<file path="src/rtl/exec_result_stage_pkg.sv">
// Shared widths, instruction-kind / branch codes and the packed result beat
// for the execute result stage.
package exec_result_stage_pkg;

    localparam int unsigned DATA_WIDTH     = 32;
    localparam int unsigned REG_WIDTH      = 5;
    localparam int unsigned KIND_WIDTH     = 2;
    localparam int unsigned FUNCT3_WIDTH   = 3;
    localparam int unsigned ALU_COMP_WIDTH = 3;

    // Bit positions inside the ALU comparison flag vector
    localparam int unsigned ALU_COMP_EQ  = 0;
    localparam int unsigned ALU_COMP_LT  = 1;
    localparam int unsigned ALU_COMP_LTU = 2;

    typedef enum logic [KIND_WIDTH-1:0] {
        KIND_NONE   = 2'd0,
        KIND_ALU    = 2'd1,
        KIND_BRANCH = 2'd2,
        KIND_JUMP   = 2'd3
    } kind_e;

    localparam logic [FUNCT3_WIDTH-1:0] BR_FUNCT3_BEQ  = 3'b000;
    localparam logic [FUNCT3_WIDTH-1:0] BR_FUNCT3_BNE  = 3'b001;
    localparam logic [FUNCT3_WIDTH-1:0] BR_FUNCT3_BLT  = 3'b100;
    localparam logic [FUNCT3_WIDTH-1:0] BR_FUNCT3_BGE  = 3'b101;
    localparam logic [FUNCT3_WIDTH-1:0] BR_FUNCT3_BLTU = 3'b110;
    localparam logic [FUNCT3_WIDTH-1:0] BR_FUNCT3_BGEU = 3'b111;

    typedef struct packed {
        logic                  rd_en;
        logic [REG_WIDTH-1:0]  rd_addr;
        logic [DATA_WIDTH-1:0] rd_din;
        logic                  redirect;
        logic [DATA_WIDTH-1:0] target;
        logic                  misaligned;
    } result_t;

    localparam int unsigned RESULT_WIDTH = $bits(result_t);

    typedef enum logic [1:0] {
        ST_EMPTY = 2'd0,
        ST_BUSY  = 2'd1,
        ST_FULL  = 2'd2
    } state_e;

    // Branch condition evaluation; reserved funct3 codes never take
    function automatic logic branch_taken(
        input logic [FUNCT3_WIDTH-1:0]   funct3,
        input logic [ALU_COMP_WIDTH-1:0] comp
    );
        logic taken;
        taken = 1'b0;
        case (funct3)
            BR_FUNCT3_BEQ:  taken =  comp[ALU_COMP_EQ];
            BR_FUNCT3_BNE:  taken = ~comp[ALU_COMP_EQ];
            BR_FUNCT3_BLT:  taken =  comp[ALU_COMP_LT];
            BR_FUNCT3_BGE:  taken = ~comp[ALU_COMP_LT];
            BR_FUNCT3_BLTU: taken =  comp[ALU_COMP_LTU];
            BR_FUNCT3_BGEU: taken = ~comp[ALU_COMP_LTU];
            default:        taken = 1'b0;
        endcase
        return taken;
    endfunction

endpackage

</file>
<file path="src/rtl/exec_result_stage_if.sv">
// Upstream (ALU + instruction context) and downstream (writeback/fetch)
// handshake bundle of the execute result stage.
interface exec_result_stage_if;
    import exec_result_stage_pkg::*;

    logic                      in_valid;
    logic                      in_ready;
    logic [DATA_WIDTH-1:0]     in_alu_dout;
    logic [ALU_COMP_WIDTH-1:0] in_alu_comp;
    logic [DATA_WIDTH-1:0]     in_pc;
    logic [DATA_WIDTH-1:0]     in_imm;
    logic [REG_WIDTH-1:0]      in_rd;
    logic [KIND_WIDTH-1:0]     in_kind;
    logic [FUNCT3_WIDTH-1:0]   in_funct3;

    logic                      out_valid;
    logic                      out_ready;
    logic                      out_rd_en;
    logic [REG_WIDTH-1:0]      out_rd_addr;
    logic [DATA_WIDTH-1:0]     out_rd_din;
    logic                      out_redirect;
    logic [DATA_WIDTH-1:0]     out_target;
    logic                      out_misaligned;

    // Environment side: produces instructions, consumes results
    modport master (
        output in_valid, in_alu_dout, in_alu_comp, in_pc, in_imm, in_rd,
               in_kind, in_funct3, out_ready,
        input  in_ready, out_valid, out_rd_en, out_rd_addr, out_rd_din,
               out_redirect, out_target, out_misaligned
    );

    // Stage side
    modport slave (
        input  in_valid, in_alu_dout, in_alu_comp, in_pc, in_imm, in_rd,
               in_kind, in_funct3, out_ready,
        output in_ready, out_valid, out_rd_en, out_rd_addr, out_rd_din,
               out_redirect, out_target, out_misaligned
    );

endinterface

</file>
<file path="src/rtl/exec_result_stage_branch_resolver.sv">
// Combinational mapping of one ALU beat plus instruction context to the
// packed register-write / redirect result.
module exec_result_stage_branch_resolver
    import exec_result_stage_pkg::*;
(
    input  logic [KIND_WIDTH-1:0]     i_kind,
    input  logic [FUNCT3_WIDTH-1:0]   i_funct3,
    input  logic [ALU_COMP_WIDTH-1:0] i_alu_comp,
    input  logic [DATA_WIDTH-1:0]     i_alu_dout,
    input  logic [DATA_WIDTH-1:0]     i_pc,
    input  logic [DATA_WIDTH-1:0]     i_imm,
    input  logic [REG_WIDTH-1:0]      i_rd,
    output result_t                   o_result_c
);

    logic [DATA_WIDTH-1:0] w_pc_plus_imm;
    logic [DATA_WIDTH-1:0] w_pc_plus_4;
    logic [DATA_WIDTH-1:0] w_jump_target;
    logic                  w_rd_nonzero;
    logic                  w_taken;

    // Sums wrap at DATA_WIDTH
    assign w_pc_plus_imm = DATA_WIDTH'(i_pc + i_imm);
    assign w_pc_plus_4   = DATA_WIDTH'(i_pc + DATA_WIDTH'(4));
    assign w_jump_target = i_alu_dout & ~DATA_WIDTH'(1);
    assign w_rd_nonzero  = (i_rd != REG_WIDTH'(0));
    assign w_taken       = branch_taken(i_funct3, i_alu_comp);

    always_comb begin
        o_result_c         = '0;
        o_result_c.rd_addr = i_rd;
        case (kind_e'(i_kind))
            KIND_ALU: begin
                o_result_c.rd_en  = w_rd_nonzero;
                o_result_c.rd_din = i_alu_dout;
            end
            KIND_BRANCH: begin
                o_result_c.redirect = w_taken;
                o_result_c.target   = w_pc_plus_imm;
            end
            KIND_JUMP: begin
                o_result_c.rd_en    = w_rd_nonzero;
                o_result_c.rd_din   = w_pc_plus_4;
                o_result_c.redirect = 1'b1;
                o_result_c.target   = w_jump_target;
            end
            default: begin
                o_result_c.rd_en = 1'b0;
            end
        endcase
        // Misalignment is flagged but the redirect still goes out; control traps
        o_result_c.misaligned = o_result_c.redirect & (o_result_c.target[1:0] != 2'b00);
    end

endmodule

</file>
<file path="src/rtl/exec_result_stage.sv">
// Execute result stage: resolves branches/jumps and presents one registered
// result beat per instruction through a 2-entry skid buffer.
module exec_result_stage
    import exec_result_stage_pkg::*;
(
    input  logic                clk,
    input  logic                rst,
    exec_result_stage_if.slave  bus
);

    state_e  r_state;
    state_e  w_state_nxt;
    result_t r_main;
    result_t r_skid;
    result_t w_main_nxt;
    result_t w_skid_nxt;
    result_t w_result;
    logic    r_in_ready;
    logic    r_out_valid;
    logic    w_accept;
    logic    w_drain;

    assign w_accept = bus.in_valid & r_in_ready;
    assign w_drain  = r_out_valid & bus.out_ready;

    exec_result_stage_branch_resolver u_branch_resolver (
        .i_kind     (bus.in_kind),
        .i_funct3   (bus.in_funct3),
        .i_alu_comp (bus.in_alu_comp),
        .i_alu_dout (bus.in_alu_dout),
        .i_pc       (bus.in_pc),
        .i_imm      (bus.in_imm),
        .i_rd       (bus.in_rd),
        .o_result_c (w_result)
    );

    // Ready/valid are registered decodes of the next state, so in_ready has
    // no combinational path from out_ready
    always_ff @(posedge clk or negedge rst) begin
        if (!rst) begin
            r_state     <= ST_EMPTY;
            r_main      <= '0;
            r_skid      <= '0;
            r_in_ready  <= 1'b1;
            r_out_valid <= 1'b0;
        end else begin
            r_state     <= w_state_nxt;
            r_main      <= w_main_nxt;
            r_skid      <= w_skid_nxt;
            r_in_ready  <= (w_state_nxt != ST_FULL);
            r_out_valid <= (w_state_nxt != ST_EMPTY);
        end
    end

    always_comb begin
        w_state_nxt = r_state;
        w_main_nxt  = r_main;
        w_skid_nxt  = r_skid;
        case (r_state)
            ST_EMPTY: begin
                if (w_accept) begin
                    w_main_nxt  = w_result;
                    w_state_nxt = ST_BUSY;
                end
            end
            ST_BUSY: begin
                if (w_accept && w_drain) begin
                    w_main_nxt = w_result;
                end else if (w_accept) begin
                    w_skid_nxt  = w_result;
                    w_state_nxt = ST_FULL;
                end else if (w_drain) begin
                    w_state_nxt = ST_EMPTY;
                end
            end
            ST_FULL: begin
                if (w_drain) begin
                    w_main_nxt  = r_skid;
                    w_state_nxt = ST_BUSY;
                end
            end
            default: begin
                w_state_nxt = ST_EMPTY;
            end
        endcase
    end

    assign bus.in_ready       = r_in_ready;
    assign bus.out_valid      = r_out_valid;
    assign bus.out_rd_en      = r_main.rd_en;
    assign bus.out_rd_addr    = r_main.rd_addr;
    assign bus.out_rd_din     = r_main.rd_din;
    assign bus.out_redirect   = r_main.redirect;
    assign bus.out_target     = r_main.target;
    assign bus.out_misaligned = r_main.misaligned;

endmodule

</file>
<file path="src/flat_wrapper.sv">
// flat-port wrapper written by rule: the top's interface ports become plain ports
module exec_result_stage_flat import exec_result_stage_pkg::*;
  (clk, rst, bus_in_valid, bus_in_alu_dout, bus_in_alu_comp, bus_in_pc, bus_in_imm, bus_in_rd, bus_in_kind, bus_in_funct3, bus_out_ready, bus_in_ready, bus_out_valid, bus_out_rd_en, bus_out_rd_addr, bus_out_rd_din, bus_out_redirect, bus_out_target, bus_out_misaligned);
  exec_result_stage_if bus_i ();
  input  logic clk;
  input  logic rst;
  input wire logic [$bits(bus_i.in_valid)-1:0] bus_in_valid;
  input wire logic [$bits(bus_i.in_alu_dout)-1:0] bus_in_alu_dout;
  input wire logic [$bits(bus_i.in_alu_comp)-1:0] bus_in_alu_comp;
  input wire logic [$bits(bus_i.in_pc)-1:0] bus_in_pc;
  input wire logic [$bits(bus_i.in_imm)-1:0] bus_in_imm;
  input wire logic [$bits(bus_i.in_rd)-1:0] bus_in_rd;
  input wire logic [$bits(bus_i.in_kind)-1:0] bus_in_kind;
  input wire logic [$bits(bus_i.in_funct3)-1:0] bus_in_funct3;
  input wire logic [$bits(bus_i.out_ready)-1:0] bus_out_ready;
  output wire logic [$bits(bus_i.in_ready)-1:0] bus_in_ready;
  output wire logic [$bits(bus_i.out_valid)-1:0] bus_out_valid;
  output wire logic [$bits(bus_i.out_rd_en)-1:0] bus_out_rd_en;
  output wire logic [$bits(bus_i.out_rd_addr)-1:0] bus_out_rd_addr;
  output wire logic [$bits(bus_i.out_rd_din)-1:0] bus_out_rd_din;
  output wire logic [$bits(bus_i.out_redirect)-1:0] bus_out_redirect;
  output wire logic [$bits(bus_i.out_target)-1:0] bus_out_target;
  output wire logic [$bits(bus_i.out_misaligned)-1:0] bus_out_misaligned;
  assign bus_i.in_valid = bus_in_valid;
  assign bus_i.in_alu_dout = bus_in_alu_dout;
  assign bus_i.in_alu_comp = bus_in_alu_comp;
  assign bus_i.in_pc = bus_in_pc;
  assign bus_i.in_imm = bus_in_imm;
  assign bus_i.in_rd = bus_in_rd;
  assign bus_i.in_kind = bus_in_kind;
  assign bus_i.in_funct3 = bus_in_funct3;
  assign bus_i.out_ready = bus_out_ready;
  assign bus_in_ready = bus_i.in_ready;
  assign bus_out_valid = bus_i.out_valid;
  assign bus_out_rd_en = bus_i.out_rd_en;
  assign bus_out_rd_addr = bus_i.out_rd_addr;
  assign bus_out_rd_din = bus_i.out_rd_din;
  assign bus_out_redirect = bus_i.out_redirect;
  assign bus_out_target = bus_i.out_target;
  assign bus_out_misaligned = bus_i.out_misaligned;
  exec_result_stage u_core (.clk(clk), .rst(rst), .bus(bus_i));
endmodule
</file>
<file path="config.mk">
export PLATFORM = sky130hd
export DESIGN_NAME = exec_result_stage_flat
export DESIGN_NICKNAME = d
export VERILOG_FILES = /design/src/rtl/exec_result_stage_pkg.sv /design/src/rtl/exec_result_stage_if.sv /design/src/rtl/exec_result_stage_branch_resolver.sv /design/src/rtl/exec_result_stage.sv /design/src/flat_wrapper.sv
export SDC_FILE = /design/constraint.sdc
export NUM_CORES = 1
export LEC_CHECK = 0
export CAP_MARGIN = 5
export CORE_MARGIN = 4
export CORE_UTILIZATION = 30
export DETAILED_ROUTE_END_ITERATION = 8
export GPL_TIMING_DRIVEN = 1
export PLACE_DENSITY = 0.62
export SLEW_MARGIN = 30
export SYNTH_ARGS = -nofsm -noshare
export SYNTH_HDL_FRONTEND = slang
export SYNTH_SLANG_ARGS = --single-unit
</file>
<file path="constraint.sdc">
create_clock -name clk -period 3.7 [get_ports clk]
set_input_delay 0.74 -clock clk [delete_from_list [all_inputs] [get_ports clk]]
set_output_delay 0.74 -clock clk [all_outputs]
set_load 0.01 [all_outputs]
</file>
==> impl_metrics.csv <==
group,metric,value,unit
sta,setup_tns,0,ns
floorplan,initial_core_util,0.305,
sta,hold_viol_final,0,
sta,grt_setup_unrepaired,"no",
layout,diodes,0,
critical_path,worst_setup_path_end_kind,"register",
critical_path,path_cells,"clkdlybuf4s50_1 -> ha_1 -> inv_1 -> fa_1 -> nor2b_1 -> o211ai_1 -> a211oi_2 -> buf_4 -> o21ai_0 -> and3b_1 -> o31ai_1 -> a22oi_1 -> o21ai_0",
floorplan,die-height,185,um
global_routing,overflow,0,
sta,fin_crit,3.32,ns
logic_synthesis,yosys_warnings,0,
clock_network,cts_hold_buf,0,
clock_network,post_cts_buffers,0,
placed_design,port_buffers,186,
critical_path,slowest_stage,"clkdlybuf4s50_1",
sta,tightest_slew,0.967,ns
critical_path,required,4.05,ns
critical_path,cp-start-kind,"primary input",
critical_path,r2r_start,"u_core.bus.in_ready",
drt,detail_route.wirelength,33700,um
floorplan,ios,187,
logic_synthesis,syn_inst,1159,
pwr,ir_worst_vdd,0.347,mV
clock_network,cts.root.buffer_cell,"clkbuf_16",
logic_synthesis,ys_top_cells_by_area,"dfrtp_1, nand2_1, a21oi_1",
logic_synthesis,ys.flop_type,"dfrtp_1",
logic_synthesis,avgSynthCellArea,8.08,sq um
global_routing,grt_pass1_wl,52000,um
critical_path,r2r_slack,1.28,ns
sta,drv_slew,0,
floorplan,fp.dieArea,0.0341,sq mm
clock_network,htree_levels,4,
global_routing,grt_pass1_vias,8754,
drt,vias_per_cell,5.31,
drt,wl_per_cell,19.0,um
critical_path,path_class,"in -> reg",
critical_path,slowest_delay,0.48,ns
clock_network,cts_tree,"done",
critical_path,worstPathArrival,3.67,ns
logic_synthesis,synth_area_leader_cell,"dfrtp_1",
layout,fin_nets,1510,
sta,fin_crit_sh,0.897,
clock_network,clockBufferDepth,2,
critical_path,crit_path_max_fanout,5,
drt,drt_iter0_markers,977,
sta,fmax,301,MHz
placed_design,placed_cells,1741,
clock_network,clock_latency,0.43,ns
drt,drt.antenna.violating_nets,0,
flow_run,maxCapViolCount,0,
global_routing,grt_usage,0.194,
critical_path,crit_end,"u_core.bus.out_target[16]",
logic_synthesis,ys_async_sr_fraction,1.00,
run_status,outcome,"completed",
pwr,powerDensity,661,mW/mm^2
logic_synthesis,synthTopCellsByCount,"nand2_1, dfrtp_1, a21oi_1, o21ai_0, nor2_1",
drt,dr.pass1.iters,5,
worst_hold_path,min_path_type,"in -> async",
clock_network,numClockSinks,148,
clock_network,ctsResizeCount,0,
critical_path,critical-path-top-cell-by-count,"o21ai_0",
floorplan,core,0.0307,sq mm
critical_path,timing.rr.end,"u_core.bus.out_target[9]",
logic_synthesis,synth.most_common_cell,"nand2_1",
logic_synthesis,syn-num-nets,1305,
clock_network,cts-buffers-inserted,17,
sta,skew,0.00695,ns
global_routing,grt_max_degree,105,
critical_path,worstSetupStartpoint,"bus_in_pc[0]",
placed_design,dp_hpwl,25700,um
floorplan,rows,64,
layout,drive_above_1_share,0.0959,
critical_path,critPathTopFamily,"compound AO/OA/AOI/OAI gates",
sta,relSlewSlack,0.355,
critical_path,crit_cells,13,
sta,setup_viol,0,
logic_synthesis,synth-edff-count,0,
logic_synthesis,yosys.cell_types.count,68,
logic_synthesis,yosysTopAreaCellShare,0.393,
placed_design,gp_congestion,0.874,
layout,fin_cells,1773,
critical_path,path_buf_inv,3,
pwr,leakage,0.00554,uW
global_routing,antenna_found_initial,1,
layout,layout-area-overhead-vs-synth,35.7,%
logic_synthesis,netlist_area,0.00936,sq mm
logic_synthesis,synth.ff_latch_count,148,
logic_synthesis,yosysSeqAreaShare,0.396,
drt,dr_total_vias,9406,
clock_network,clk_pin_slew_worst_paths,0.06,ns
drt,drcViolationCount,0,
floorplan,die_w,185,um
critical_path,ff2ff_path_depth,7,
-- metrics by stage --
| step | instance area (sq um) | total power [uW] | worst slack [ns] | hold WS, ns | util |
|---|---|---|---|---|---|
| 2_1_floorplan | 9360 | 4700 | 0.778 | 0.433 | - |
| 3_3_place_gp | 12100 | 6540 | 0.0127 | 0.446 | 0.394 |
| 3_5_place_dp | 12100 | 6610 | -0.0616 | 0.451 | 0.394 |
| 4_1_cts | 12700 | 8450 | 0.386 | 0.258 | 0.414 |
| 5_1_grt | 12700 | 8960 | 0.0944 | 0.282 | 0.414 |
| 6_report | 12700 | 8390 | 0.381 | 0.243 | 0.414 |
-- power by group --
part / total, uW / switching, uW / internal, uW / leakage (uW)
clock network: 1830 / 707 / 1120 / 0.000301
logic: 3720 / 2030 / 1690 / 0.00338
registers: 2850 / 462 / 2380 / 0.00186
-- final cells by class --
cell class	instances	area (sq um)
Clock buffer	22	474
Clock inverter	10	146
Fill cell	3023	18000
Inverter	14	52.6
Multi-Input combinational cell	919	5350
Sequential cell	148	3700
Tap cell	396	495
Timing Repair Buffer	264	2490
-- worst min-delay path by stage --
stage | startpoint | end | slack [ns]
floorplan | u_core.r_skid[32] | u_core.r_skid[32] | 0.43
CTS | rst | u_core.bus.out_rd_din[21] | 0.26
finish | rst | u_core.bus.out_rd_din[25] | 0.24
global placement | u_core.r_skid[32] | u_core.r_skid[32] | 0.45
detailed placement | u_core.r_skid[32] | u_core.r_skid[32] | 0.45
global route | rst | u_core.bus.out_rd_din[28] | 0.28
-- sequential cells by signal, summed over array words and instances (netlist names) --
name,cells
u_core.r_skid,72
u_core.bus.out_rd_din,32
u_core.bus.out_target,32
u_core.bus.out_rd_addr,5
u_core.r_state,2
u_core.bus.in_ready,1
u_core.bus.out_misaligned,1
u_core.bus.out_rd_en,1
u_core.bus.out_redirect,1
u_core.bus.out_valid,1
-- per-layer routing --
layer | vias to the layer above | routed length (um) | GRT usage | part of all wire
li1 | 4568 | - | - | -
met1 | 4433 | 16000 | 0.295 | 0.48
met2 | 369 | 14700 | 0.285 | 0.44
met3 | 34 | 2350 | 0.0391 | 0.070
met4 | 2 | 539 | 0.0464 | 0.016
met5 | - | 11 | 0 | 0.00033
-- kinds of logic after synthesis --
group	share of synthesized area
multiplexers	0.0112
adder cells (fa/ha/maj)	0.0449
XOR/XNOR	0.0412
AO/OA/AOI/OAI	0.240
AND/OR/NAND/NOR	0.230
flip-flops	0.396
buffers and inverters	0.0371
-- placed cells by master, fill, tap and decap left out, drive strengths merged, types with 5 or more instances in the layout --
cell type / synthesis / final
a211oi: 17 / 17
a21o: 15 / 15
a21oi: 98 / 98
a22o: 6 / 6
a31oi: 19 / 19
and2: 7 / 7
and3: 26 / 26
and4: 9 / 9
buf: 19 / 81
clkbuf: 59 / 22
clkdlybuf4s50: 0 / 183
dfrtp: 147 / 147
ha: 32 / 32
inv: 14 / 16
mux2i: 6 / 6
nand2: 252 / 252
nand2b: 6 / 6
nand3: 41 / 41
nand4: 10 / 10
nor2: 82 / 82
nor2b: 10 / 10
nor3: 14 / 14
o2111a: 5 / 5
o2111ai: 19 / 19
o211ai: 21 / 21
o21a: 7 / 7
o21ai: 104 / 104
o31ai: 10 / 10
or3: 11 / 11
xnor2: 21 / 21
xor2: 23 / 23
(Power assumes the default switching activity.)
